## config.mk

```make
export PLATFORM = sky130hd
export DESIGN_NAME = vga_timing_gen
export DESIGN_NICKNAME = d
export VERILOG_FILES = /design/src/rtl/vga_timing_gen.sv
export SDC_FILE = /design/constraint.sdc
export NUM_CORES = 1
export LEC_CHECK = 0
export CELL_PAD_IN_SITES_DETAIL_PLACEMENT = 1
export CELL_PAD_IN_SITES_GLOBAL_PLACEMENT = 2
export CORE_MARGIN = 5
export CORE_UTILIZATION = 38
export CTS_CLUSTER_SIZE = 20
export DETAILED_ROUTE_END_ITERATION = 8
export DONT_BUFFER_PORTS = 1
export GPL_ROUTABILITY_DRIVEN = 1
export GPL_TIMING_DRIVEN = 0
export PLACE_DENSITY = 0.9
export SYNTH_ARGS = -nofsm -noshare
export SYNTH_HDL_FRONTEND = slang
export SYNTH_SLANG_ARGS = --single-unit
```

## constraint.sdc

```tcl
create_clock -name clk -period 3.1 [get_ports clk]
set_input_delay 0.31 -clock clk [delete_from_list [all_inputs] [get_ports clk]]
set_output_delay 0.31 -clock clk [all_outputs]
set_load 0.05 [all_outputs]
```

## src/rtl/vga_timing_gen.sv

```systemverilog
// ---------------------------------------------------------------------------
// vga_timing_gen
//   Raster timing source for the VGA path. A free-running pixel counter,
//   qualified by pixelEn, produces the raster position, the active-low syncs,
//   the visible-region flag and a one-clock start-of-frame pulse. Every output
//   is a register. The syncs and blanking are derived from the next count, so
//   they change on the same edge as pixelX/pixelY.
//
//   Optional build: define VGA_FRAME_COUNT_EN to add an 8-bit frame counter
//   output (frameCount) that increments on each start of frame.
//
// Ports
//   clk           in   system clock
//   resetN        in   asynchronous active-low reset
//   pixelEn       in   pixel tick; counters advance only when 1
//   pixelX        out  horizontal count, 0..H_TOTAL-1
//   pixelY        out  vertical count, 0..V_TOTAL-1
//   hsync         out  active-low horizontal sync
//   vsync         out  active-low vertical sync
//   blankN        out  1 inside the visible region
//   startOfFrame  out  one-clock pulse when the counters enter (0,0)
//   frameCount    out  frame counter (VGA_FRAME_COUNT_EN builds only)
// ---------------------------------------------------------------------------
module vga_timing_gen #(
  parameter int H_ACTIVE = 640,
  parameter int H_FP     = 16,
  parameter int H_SYNC   = 96,
  parameter int H_BP     = 48,
  parameter int V_ACTIVE = 480,
  parameter int V_FP     = 10,
  parameter int V_SYNC   = 2,
  parameter int V_BP     = 33
) (
  input  logic        clk,
  input  logic        resetN,
  input  logic        pixelEn,
  output logic [10:0] pixelX,
  output logic [10:0] pixelY,
  output logic        hsync,
  output logic        vsync,
  output logic        blankN,
  output logic        startOfFrame
`ifdef VGA_FRAME_COUNT_EN
  ,
  output logic [7:0]  frameCount
`endif
);

  localparam logic [10:0] H_TOTAL   = 11'(H_ACTIVE + H_FP + H_SYNC + H_BP);
  localparam logic [10:0] V_TOTAL   = 11'(V_ACTIVE + V_FP + V_SYNC + V_BP);
  localparam logic [10:0] H_ACT     = 11'(H_ACTIVE);
  localparam logic [10:0] V_ACT     = 11'(V_ACTIVE);
  localparam logic [10:0] H_SYNC_LO = 11'(H_ACTIVE + H_FP);
  localparam logic [10:0] H_SYNC_HI = 11'(H_ACTIVE + H_FP + H_SYNC);
  localparam logic [10:0] V_SYNC_LO = 11'(V_ACTIVE + V_FP);
  localparam logic [10:0] V_SYNC_HI = 11'(V_ACTIVE + V_FP + V_SYNC);

  logic [10:0] r_x;
  logic [10:0] r_y;
  logic        r_hsync;
  logic        r_vsync;
  logic        r_blank_n;
  logic        r_sof;

  logic [10:0] w_x_next;
  logic [10:0] w_y_next;
  logic        w_x_wrap;
  logic        w_y_wrap;
  logic        w_sof;

  // Advance values; only consumed on cycles with pixelEn=1.
  always_comb begin
    w_x_wrap = (r_x == H_TOTAL - 11'd1);
    w_y_wrap = (r_y == V_TOTAL - 11'd1);
    w_x_next = w_x_wrap ? 11'd0 : r_x + 11'd1;
    w_y_next = r_y;
    if (w_x_wrap) begin
      w_y_next = w_y_wrap ? 11'd0 : r_y + 11'd1;
    end
    w_sof = (w_x_next == 11'd0) && (w_y_next == 11'd0);
  end

  always_ff @(posedge clk or negedge resetN) begin
    if (!resetN) begin
      r_x       <= H_TOTAL - 11'd1;
      r_y       <= V_TOTAL - 11'd1;
      r_hsync   <= 1'b1;
      r_vsync   <= 1'b1;
      r_blank_n <= 1'b0;
      r_sof     <= 1'b0;
    end else begin
      // The pulse drops on any cycle without a pixel tick, so it never stretches.
      r_sof <= 1'b0;
      if (pixelEn) begin
        r_x       <= w_x_next;
        r_y       <= w_y_next;
        r_hsync   <= !((w_x_next >= H_SYNC_LO) && (w_x_next < H_SYNC_HI));
        r_vsync   <= !((w_y_next >= V_SYNC_LO) && (w_y_next < V_SYNC_HI));
        r_blank_n <= (w_x_next < H_ACT) && (w_y_next < V_ACT);
        r_sof     <= w_sof;
      end
    end
  end

`ifdef VGA_FRAME_COUNT_EN
  logic [7:0] r_frame_cnt;

  // The frame entered on reset exit counts as frame 1.
  always_ff @(posedge clk or negedge resetN) begin
    if (!resetN) begin
      r_frame_cnt <= 8'd0;
    end else if (pixelEn && w_sof) begin
      r_frame_cnt <= r_frame_cnt + 8'd1;
    end
  end

  assign frameCount = r_frame_cnt;
`endif

  assign pixelX       = r_x;
  assign pixelY       = r_y;
  assign hsync        = r_hsync;
  assign vsync        = r_vsync;
  assign blankN       = r_blank_n;
  assign startOfFrame = r_sof;

endmodule

```

After elaboration in Yosys (flattened, before gate mapping)
Cells that the tools add are included.
- bits in registers: 26
- input bits: 3
- word-level logic and storage cells: 28
- equality and inequality tests: 2
- $add $sub $neg: 2
- reductions and logical operators: 8
- muxes and demuxes: 4
- order comparisons: 6
- operators by type and width (cell ; count):
    2-to-1 mux 11 bit ; 3
    adder 11 x 1 -> 11 bit, second input constant ; 2
    equality test 11 x 10 -> 1 bit, second input constant ; 2
    zero test 11 bit ; 2
    < comparator 11 x 10 -> 1 bit, second input constant ; 2
    < comparator 11 x 9 -> 1 bit, second input constant ; 2
    greater-or-equal comparator 11 x 10 -> 1 bit, second input constant ; 1
    greater-or-equal comparator 11 x 9 -> 1 bit, second input constant ; 1
    logical AND 1 bit ; 4
    zero test 1 bit ; 2
    2-to-1 mux 1 bit ; 1

Longest topological paths before layout
Gate-level depths: netlist (run 1).
- word-level depth: 6
- gate-level depth with buffers: 10
- mapped depth without buffers: 8

Worst setup path before layout (run 1)
OpenSTA, ideal clock, no wires.
- path kind: reg2reg
- from: register r_x[0], in the netlist pixelX[0]
- to: register r_sof, in the netlist startOfFrame
- period minus slack after synthesis: 2738 ps
- data required time: 3005 ps
- buffers on the path: 2
- library setup time: 95 ps
- data arrival time: 2643 ps
- cell stages (with the launch flop): 10
- setup slack: 362 ps
- cell sequence: dfstp_2 -> ha_1 -> clkbuf_1 -> nand4_2 -> or3_1 -> buf_6 -> nor3_4 -> a31o_1 -> a31oi_1 -> nor4b_2
- cells in the longest elaborated chain, start to end: 5
- RTL lines (item ; line ; source):
    from (decl) ; 58 ; logic [10:0] r_x;
    from (signal assigned) ; 85 ; r_x <= H_TOTAL - 11'd1;
    from (signal assigned) ; 95 ; r_x <= w_x_next;
    adder 11 x 1 -> 11 bit or equality test 11 x 10 -> 1 bit (tied branches) ; 75, 73 ;
    2-to-1 mux 11 bit, on equally long branches ; 75, 77 ;
    zero test 11 bit ; 80 ; w_sof = (w_x_next == 11'd0) && (w_y_next == 11'd0);
    logical AND 1 bit (*) ; 80 ;
    2-to-1 mux 1 bit (*) ; 94 ; if (pixelEn) begin
    to (signal assigned) ; 100 ; r_sof <= w_sof;
    to (decl) ; 63 ; logic r_sof;
Mark *: on every way between the ends. The rest lies on a longest branch, timed or not.
A chain may end at the register's enable or synchronous reset.

Final worst setup path (run 1)
- from: register r_x[8], in the netlist pixelX[8]
- to: register r_sof, in the netlist startOfFrame
The elaborated chain is that of the path after synthesis.

==> summary.md, run 1 <==
| Metric | Value |
|---|---|
| Largest family of logic cells by synthesized area | simple AND/OR/NAND/NOR gates |
| Routed Antenna Nets | 0 |
| Core area | 0.00475 mm^2 |
| Final Max Tran Viols | 0 |
| Status | finished clean |
| Setup TNS | 0 ps |
| Post-synthesis mux area share | approximately 3% |
| Vias in the first global route | 1,737 |
| Initial DRT Pass Iterations | 4 |
| Fin nets | 230 |
| Xor-xnor portion of the synthesized cell area | 7.04% |
| Initial DRC count | about 100 |
| Mapped Nets | 224 |
| Setup repair after global routing missed its margin | false |
| Hold Crit Depth | 2 |
| Crit share post-route | between 90% and 100% |
| R2R depth | 8 |
| Sink Count | 26 |
| Synth Area in Adders | 2.68% |
| Die area | between 0.006 and 0.007 mm^2 |
| Worst setup path class | register to register |
| CTS tree | built |
| Post-synth EDFFs | 0 |
| Final core occ | between 40% and 50% |
| Rel. slew slack | 54.5% |
| Via/cell ratio | 5.78 |
| Fmax | between 300 and 400 MHz |
| Slew @ Worst Pin | 683 ps |
| Final setup fails | 0 |
| Hold path endpoint | pixelX[10] |
| Final worst slack | a little over 200 ps |
| Number of antenna violations at the first check in global routing | 0 |
| Total number of vias | 1,671 |
| Clock-pin slew on the worst setup and hold paths | 100 ps |
| Register bit total from synthesis | 26 |
| GPL Wtd Cong | 0.828 |
| Final wirelength | 5260 um |
| Gate count of the mapped netlist | between 200 and 250 |
| Wire length per cell | 18.2 um |
| Design Power | 1140 uW |
| Share of layout cells above drive strength 1 | 17.6% |
| Max Clock Skew | roughly 3.5 ps |
| Worst VDD drop | between 0.0003 and 0.0004 V |
| CP top delay family | simple AND/OR/NAND/NOR gates |
| RR Endpoint | startOfFrame |
| Remaining Overflow, GRT | 0 |
| Slowest library cell on the worst path | dfstp_2 |
| Largest net degree at the start of global routing | 27 |
| Mean post-synth cell area | 8.60 um^2 |
| CTS Buf Count | 3 |
| Slowest stage delay, CP | 710 ps |
| Detailed placement HPWL | 3890 um |
| P&R area growth vs syn | 10.3% |
| Worst slack, placed | -4.35 ps |
| Register area share after synthesis | 35.7% |
| Main synth FF type | dfrtp_1 |
| R2R Setup Slk | about 200 ps |
| Clock Latency Late Sink | 270 ps |
| Worst R2R Start | pixelX[8] |
| Simple-gate portion of the synthesized area | 26.5% |
| CP Capture Type | register |
| Initial Utilization | 39.2% |
| Final Hold Viols | 0 |
| Worst endpoint data arrival time | 3080 ps |
| Die H | 80.1 um |
| I/O pins | 29 |
| Netlist cell types | 56 |
| Cell Area, Synth | 0.00187 mm^2 |
| Highest fanout seen on the critical path | 9 |
| HP Start | pixelEn |
| Worst path bufs/invs | 2 |
| MaxCap Viol Count | 0 |
| Share of flip-flops with an asynchronous set or reset | 100% |
| Num rows | 25 |
| Min-delay worst type | input pin to register |
| CP Launch Type | register |
| Htree depth | 1 |
| Complex-gate fraction of the synthesized area | 19.5% |
| Die X | 80.1 um |
| LEAKAGE | 0.000745 uW |
| First-pass GRT wire length | 8870 um |
| Ant. Diodes | 0 |
| # port buffers | 0 |
| CTS Buffer Depth | 2 |
| Drt drc | 0 |
| Critical Path RT | 3280 ps |
| Ys Warns | 0 |
| Minimum clock period after layout | between 2000 and 3000 ps |
| Total Routing Usage GR | approximately 17% |
| Crit-path cells | buf_4 -> or4b_4 -> or3_1 -> buf_6 -> nor3_4 -> xnor2_1 -> nand4_1 -> nor4b_2 |
| Pwr/cell area | 553 mW/mm^2 |
| Clk root buf | clkbuf_8 |
[worst max path at each step]
stage	startpoint	endpoint	cells past startpoint
after floorplan	pixelX[0]	startOfFrame	9
after global placement	pixelX[0]	startOfFrame	9
after detailed placement	pixelX[0]	startOfFrame	9
after CTS	pixelX[0]	startOfFrame	9
after global routing	pixelX[0]	startOfFrame	9
final	pixelX[8]	startOfFrame	8
[routing by layer]
layer / track usage [%] / vias to the layer above / routed length, um
met4: 4.39 / 0 / 54
met2: 27.5 / 27 / 2450
met1: 24.4 / 832 / 2520
met3: 2.80 / 4 / 235
li1: - / 808 / -
met5: 0 / - / 0
[stage by stage]
stage          area, um^2  hold WS (ps)  cells
6_report             2060           311    289
3_3_place_gp         1950          15.5    284
4_1_cts              2040           304    290
5_1_grt              2060           345    289
3_5_place_dp         1950          15.3    284
2_1_floorplan        1870          14.4    217
[placed cells by master (no fill, tap or decap), drive strengths merged, types with 4 or more instances in the layout]
master   n
ha       4
nor3     6
nand4    6
nand2   25
a21oi    5
buf     11
and3     5
clkbuf  10
dfrtp   14
nand3   14
o31ai    6
inv      4
o21ai   15
dfstp   12
a31oi    7
xnor2   13
o22ai    5
nor2    15
mux2     4
[cell families (layout without fill, tap and decap cells)]
group | count (synthesis) | after routing
DFF | 26 | 26
AOI/OAI and AO/OA | 55 | 55
muxes | 5 | 5
buffers and inverters | 21 | 26
adders and majority gates | 4 | 4
xor gates and xnor gates | 15 | 15
and+or+nand+nor | 91 | 91
[Yosys cell counts, types with 2 or more instances]
library cell / count / area, um^2
and3_1: 5 / 31.3
nor2b_1: 2 / 12.5
dfrtp_1: 14 / 350
nor3_1: 5 / 25.0
dfstp_2: 12 / 315
a31oi_1: 7 / 43.8
nor2_1: 15 / 56.3
nand4_1: 5 / 31.3
a21o_1: 2 / 15.0
o21ai_0: 15 / 75.1
or2_2: 2 / 12.5
inv_1: 4 / 15.0
nand3_1: 14 / 70.1
a21oi_1: 5 / 25.0
o22ai_1: 5 / 31.3
clkbuf_1: 7 / 26.3
o31ai_1: 6 / 45.0
buf_4: 4 / 30.0
buf_2: 4 / 20.0
mux2_2: 4 / 45.0
nor4_1: 2 / 12.5
ha_1: 4 / 50.1
nand2_1: 25 / 93.8
o221ai_1: 2 / 17.5
xor2_1: 2 / 17.5
xnor2_1: 13 / 114
nand3b_1: 2 / 15.0
or3_1: 2 / 12.5
[final cells by class]
type / count / area [um^2]
plain buffers: 16 / 87.6
clock buffers: 4 / 55.1
fillers: 575 / 2700
inverters: 4 / 15.0
multi-input cells: 170 / 1110
flip-flops and latches: 26 / 673
well taps: 67 / 83.8
repair buffers: 2 / 30.0
[timing repair]
item | in CTS | in global routing
hold buffers | 2 | 0
resized for setup | 2 | 3
endpoints found under the setup margin | 1 | 5
buffers inserted | 0 | 0
hold endpoints to repair | 26 | 0
gates cloned | 0 | 0
[sequential cells by signal (all words and copies together) (netlist names)]
register	count
blankN	1
pixelX	11
pixelY	11
vsync	1
hsync	1
startOfFrame	1
[worst register-to-register path, stage by stage, from the launching register on]
cell and delay [ps]:
dfstp_2 710, buf_4 220, or4b_4 490, or3_1 380, buf_6 150, nor3_4 290, xnor2_1 170, nand4_1 150
nor4b_2 240
[power breakdown]
group | internal (uW) | switching [uW]
clock | 114 | 121
combinational | 120 | 190
sequential | 408 | 184
Power figures use the tool's default switching activity.
==> run 2: changes to the inputs <==
--- a/config.mk
+++ b/config.mk
@@ -8,13 +8,13 @@
 export CELL_PAD_IN_SITES_DETAIL_PLACEMENT = 1
 export CELL_PAD_IN_SITES_GLOBAL_PLACEMENT = 2
 export CORE_MARGIN = 5
-export CORE_UTILIZATION = 38
+export CORE_UTILIZATION = 34
 export CTS_CLUSTER_SIZE = 20
 export DETAILED_ROUTE_END_ITERATION = 8
 export DONT_BUFFER_PORTS = 1
 export GPL_ROUTABILITY_DRIVEN = 1
 export GPL_TIMING_DRIVEN = 0
-export PLACE_DENSITY = 0.9
+export PLACE_DENSITY = 0.86
 export SYNTH_ARGS = -nofsm -noshare
 export SYNTH_HDL_FRONTEND = slang
 export SYNTH_SLANG_ARGS = --single-unit
==> constraint.sdc (replaced) <==
create_clock -name clk -period 2.6 [get_ports clk]
set_input_delay 0.26 -clock clk [delete_from_list [all_inputs] [get_ports clk]]
set_output_delay 0.26 -clock clk [all_outputs]
set_load 0.05 [all_outputs]
==> summary.md, run 2 (synthesis results as in run 1) <==
| Metric | Value |
|---|---|
| Status | complete, but fails checks |
| Failing checks | negative setup slack |
| Highest fanout seen on the critical path | 4 |
| Largest net degree at the start of global routing | 27 |
| Crit-path cells | buf_6 -> or4b_4 -> or3_4 -> nor3_4 -> buf_6 -> o211ai_1 -> a21oi_2 -> a41oi_2 |
| Setup TNS | -192 ps |
| Fin area | 0.00228 mm^2 |
| Die X | 84.1 um |
| GPL Wtd Cong | between 0.8 and 0.9 |
| R2R depth | 8 |
| Vias in the first global route | 1,790 |
| Min-delay worst type | input pin to register |
| Fmax | 375 MHz |
| CP Launch Type | register |
| # port buffers | 0 |
| Final hold slack | 250 ps |
| Slew @ Worst Pin | 673 ps |
| RR Endpoint | vsync |
| Sink Count | 26 |
| Worst endpoint data arrival time | between 2000 and 3000 ps |
| Total number of vias | 1,767 |
| Commonest cells after routing, fill and taps aside | 25 x nand2_1, 15 x buf_4, 14 x nor2_1 |
| Fin nets | between 200 and 250 |
| Share of layout cells above drive strength 1 | ~30% |
| P&R area growth vs syn | 22.5% |
| Max Clock Skew | 4.65 ps |
| Top Metal Used | met4 |
| Worst setup path class | register to register |
| Wl on met1 | 2780 um |
| Worst path bufs/invs | 2 |
| WL met2 | 2730 um |
| Worst VDD drop | a little over 0.0005 V |
| Routed Antenna Nets | 0 |
| Slowest stage delay, CP | 710 ps |
| CP most frequent cell | buf_6 |
| Via/cell ratio | between 5 and 6 |
| I/O pins | 29 |
| Commonest non-fill, non-tap cell in the layout | nand2_1 |
| CTS tree | built |
| CP top delay family | simple AND/OR/NAND/NOR gates |
| CP Capture Type | register |
| Number of fill cells in the layout | approximately 630 |
| Initial DRT Pass Iterations | 5 |
| Slowest library cell on the worst path | dfstp_2 |
| Htree depth | 1 |
| Clock-pin slew on the worst setup and hold paths | 100 ps |
| Pwr/cell area | 616 mW/mm^2 |
| Instance count on the critical path | 8 |
| R2R Setup Slk | -70 ps |
| Setup repair after global routing missed its margin | true |
| First-pass GRT wire length | 9110 um |
| Final Hold Viols | 0 |
| Total Routing Usage GR | 15.7% |
| Ant. Diodes | 0 |
| Initial Utilization | 34.5% |
| Worst R2R Start | pixelX[8] |
| CTS Buffer Depth | 2 |
| Wire length per cell | ~19 um |
| Core area | 0.00541 mm^2 |
| Num rows | 27 |
| Placed instance area | 0.00197 mm^2 |
| Met3 WL post-DR | 234 um |
| Final setup fails | 3 |
| Clk root buf | clkbuf_8 |
| Crit share post-route | 103% |
| Detailed placement HPWL | 3920 um |
| Final Max Tran Viols | 0 |
| Remaining Overflow, GRT | 0 |
| Final worst slack | -65.5 ps |
| Final wirelength | 5790 um |
| Initial DRC count | 72 |
| Critical Path RT | 2790 ps |
| LEAKAGE | between 0.0008 and 0.0009 uW |
| Number of antenna violations at the first check in global routing | 0 |
| CTS Buf Count | 3 |
| MaxCap Viol Count | 0 |
| Clock Latency Late Sink | ~280 ps |
| Minimum clock period after layout | roughly 2700 ps |
| CP Launch Point | pixelX[8] |
| Die area | 0.00707 mm^2 |
| Critical Path End | vsync |
| Drt drc | 0 |
| Die H | around 84 um |
| Rel. slew slack | 55.2% |
==> run 2: through the flow <==
stage	std cells	setup slack (ps)	power [uW]	utilization, %
3_3_place_gp	289	-318	1060	36.5
6_report	308	-65.5	1410	42.3
5_1_grt	308	-121	1490	42.3
4_1_cts	301	-151	1380	39.4
3_5_place_dp	289	-324	1070	36.5
2_1_floorplan	217	28.3	983	-
==> run 2: worst min-delay path by stage <==
stage	cells past startpoint	startpoint	end	slack, ps
after global routing	3	pixelEn	pixelY[0]	270
after global placement	0	resetN	pixelX[5]	-30
after CTS	3	pixelEn	pixelY[0]	250
after detailed placement	0	resetN	pixelX[5]	-30
after floorplan	0	resetN	blankN	-40
final	3	pixelEn	pixelY[0]	250
==> run 2: what timing repair did <==
action,in CTS,in global routing
pin swaps,9,13
endpoints found under the setup margin,12,9
resized for setup,8,36
hold buffers,2,0
buffers inserted,7,7
hold endpoints to repair,26,0
gates cloned,0,1
==> run 2: area by class of cell <==
type | instances | area [um^2] | area share [%]
plain buffers | 16 | 104 | 4.55
clock buffers | 4 | 55.1 | 2.41
inverters | 4 | 15.0 | 0.657
multi-input cells | 170 | 1190 | 52.2
flip-flops and latches | 26 | 677 | 29.6
well taps | 72 | 90.1 | 3.94
repair buffers | 16 | 151 | 6.63
==> run 2: tightest hold or removal path, cell delays in order <==
cell and delay, ps:
nand2_1 80, nand2_1 80, o21ai_0 70
==> run 2: power breakdown <==
part	internal [uW]	switching [uW]	total (uW)
clock network	136	143	279
registers	488	226	713
logic	170	245	415
total	793	614	1410
==> run 2: per-layer routing <==
layer,GRT usage [%],vias to the layer above
li1,-,840
met1,21.8,899
met2,24.7,24
met3,3.16,4
met4,4.24,0
met5,0,-
==> run 3: changes to the inputs <==
--- a/config.mk
+++ b/config.mk
@@ -7,7 +7,6 @@
 export LEC_CHECK = 0
 export CELL_PAD_IN_SITES_DETAIL_PLACEMENT = 1
 export CELL_PAD_IN_SITES_GLOBAL_PLACEMENT = 2
-export CORE_MARGIN = 5
 export CORE_UTILIZATION = 34
 export CTS_CLUSTER_SIZE = 20
 export DETAILED_ROUTE_END_ITERATION = 8
==> summary.md, run 3 (synthesis results as in run 1) <==
| Metric | Value |
|---|---|
| Fmax | 358 MHz |
| Num rows | 26 |
| CP Launch Point | pixelX[8] |
| Final wirelength | between 5000 and 6000 um |
| Worst slack, placed | -304 ps |
| Total Routing Usage GR | between 20 and 25% |
| Final setup fails | 5 |
| Worst R2R Start | pixelX[8] |
| Minimum clock period after layout | ~2800 ps |
| Status | complete, but fails checks |
| Die area | 0.00579 mm^2 |
| Initial Utilization | 35.8% |
| Critical Path End | startOfFrame |
| Share of layout cells above drive strength 1 | roughly a quarter |
| Setup TNS | -746 ps |
| Detailed placement HPWL | 3830 um |
| Routed Antenna Nets | 0 |
| Crit share post-route | 107% |
| CTS Buf Count | 3 |
| Clk root buf | clkbuf_8 |
| R2R Setup Slk | -190 ps |
| Initial DRT Pass Iterations | 4 |
| Drt drc | 0 |
| CP Launch Type | register |
| RR Endpoint | startOfFrame |
| Die H | 76.1 um |
| I/O pins | 29 |
| Die X | 76.1 um |
| Highest fanout seen on the critical path | 4 |
| Initial DRC count | 145 |
| Final Max Tran Viols | 0 |
| First-pass GRT wire length | just over 9000 um |
| Wire length per cell | 18.9 um |
| Pwr/cell area | 664 mW/mm^2 |
| Worst endpoint data arrival time | 2990 ps |
| GPL Wtd Cong | between 0.8 and 0.9 |
| LEAKAGE | 0.000815 uW |
| Htree depth | 1 |
| CP Capture Type | register |
| Setup repair after global routing missed its margin | true |
| Total number of vias | roughly 1,800 |
| Reg area | 674 um^2 |
| Commonest non-fill, non-tap cell in the layout | nand2_1 |
| Worst setup path class | register to register |
| Sink Count | 26 |
| Largest net degree at the start of global routing | 27 |
| Commonest cells after routing, fill and taps aside | 24 x nand2_1, 15 x o21ai_0, 14 x nand3_1 |
| MaxCap Viol Count | 0 |
| Min-delay worst type | input pin to register |
| CTS Buffer Depth | 2 |
| Clock Latency Late Sink | 290 ps |
| Fin nets | around 240 |
| Number of fill cells in the layout | 626 |
| Core area | 0.00520 mm^2 |
| CTS tree | built |
| R2R depth | 8 |
| Max Clock Skew | 2.17 ps |
| Rel. slew slack | about 54% |
| Remaining Overflow, GRT | 0 |
| Final hold slack | 201 ps |
| P&R area growth vs syn | 17.9% |
| Slew @ Worst Pin | about 700 ps |
| # port buffers | 0 |
| Final worst slack | -191 ps |
| Area of the multi-input gates | 0.00116 mm^2 |
| Number of antenna violations at the first check in global routing | 0 |
| Clock-pin slew on the worst setup and hold paths | ~110 ps |
| Worst VDD drop | between 0.0004 and 0.0005 V |
| Critical Path RT | 2800 ps |
| Vias in the first global route | around 1,800 |
| Ant. Diodes | 0 |
| Final Hold Viols | 0 |
| Failing checks | negative setup slack |
| Via/cell ratio | 5.85 |
run 3: how the worst min path moves through the flow:
stage / end / slack, ps / from / cells after the start
3_5_place_dp: pixelY[1] / -30 / resetN / 0
4_1_cts: pixelX[10] / 260 / pixelEn / 2
6_report: pixelY[0] / 200 / pixelEn / 3
5_1_grt: pixelY[0] / 230 / pixelEn / 3
3_3_place_gp: pixelY[1] / -30 / resetN / 0
2_1_floorplan: blankN / -40 / resetN / 0
run 3: timing repair:
action | 4_1_cts | 5_1_grt
gates resized for setup | 7 | 15
hold buffers | 2 | 0
setup buffers | 7 | 1
endpoints found under the setup margin | 13 | 10
cloned | 0 | 0
pin swaps | 4 | 9
endpoints found under the hold margin | 26 | 0
run 3: power breakdown:
| group | switching [uW] | internal, uW | total, uW |
|---|---|---|---|
| registers | 221 | 487 | 708 |
| logic | 230 | 160 | 390 |
| clock network | 156 | 207 | 363 |
run 3: cell type report:
cell class,instances,share of cell area [%]
Timing Repair Buffer,9,3.75
Multi-Input combinational cell,170,52.6
Buffer,17,5.12
Clock buffer,3,1.88
Inverter,4,0.683
Clock inverter,1,1.37
Tap cell,70,3.98
Sequential cell,26,30.7
run 3: layer usage:
layer	vias to the layer above	part of all wire [%]	track usage (%)
li1	825	-	-
met4	0	1.3	6.35
met3	7	4.3	3.23
met1	886	47	28.5
met5	-	0	0
met2	36	47	31.6
run 3: per-stage QoR:
stage	power, uW	instances	util (%)	area (um^2)
2_1_floorplan	983	217	-	1880
3_3_place_gp	1050	287	37.9	1970
3_5_place_dp	1060	287	37.9	1970
4_1_cts	1450	300	41.3	2150
5_1_grt	1530	300	42.3	2200
6_report	1460	300	42.3	2200
run 3: critical path: stages (launching register included):
cell	delay, ps
dfstp_2	710
buf_6	140
or4b_4	490
or3_1	380
buf_6	140
nor3_4	230
xnor2_2	150
nand4_1	140
nor4b_2	310
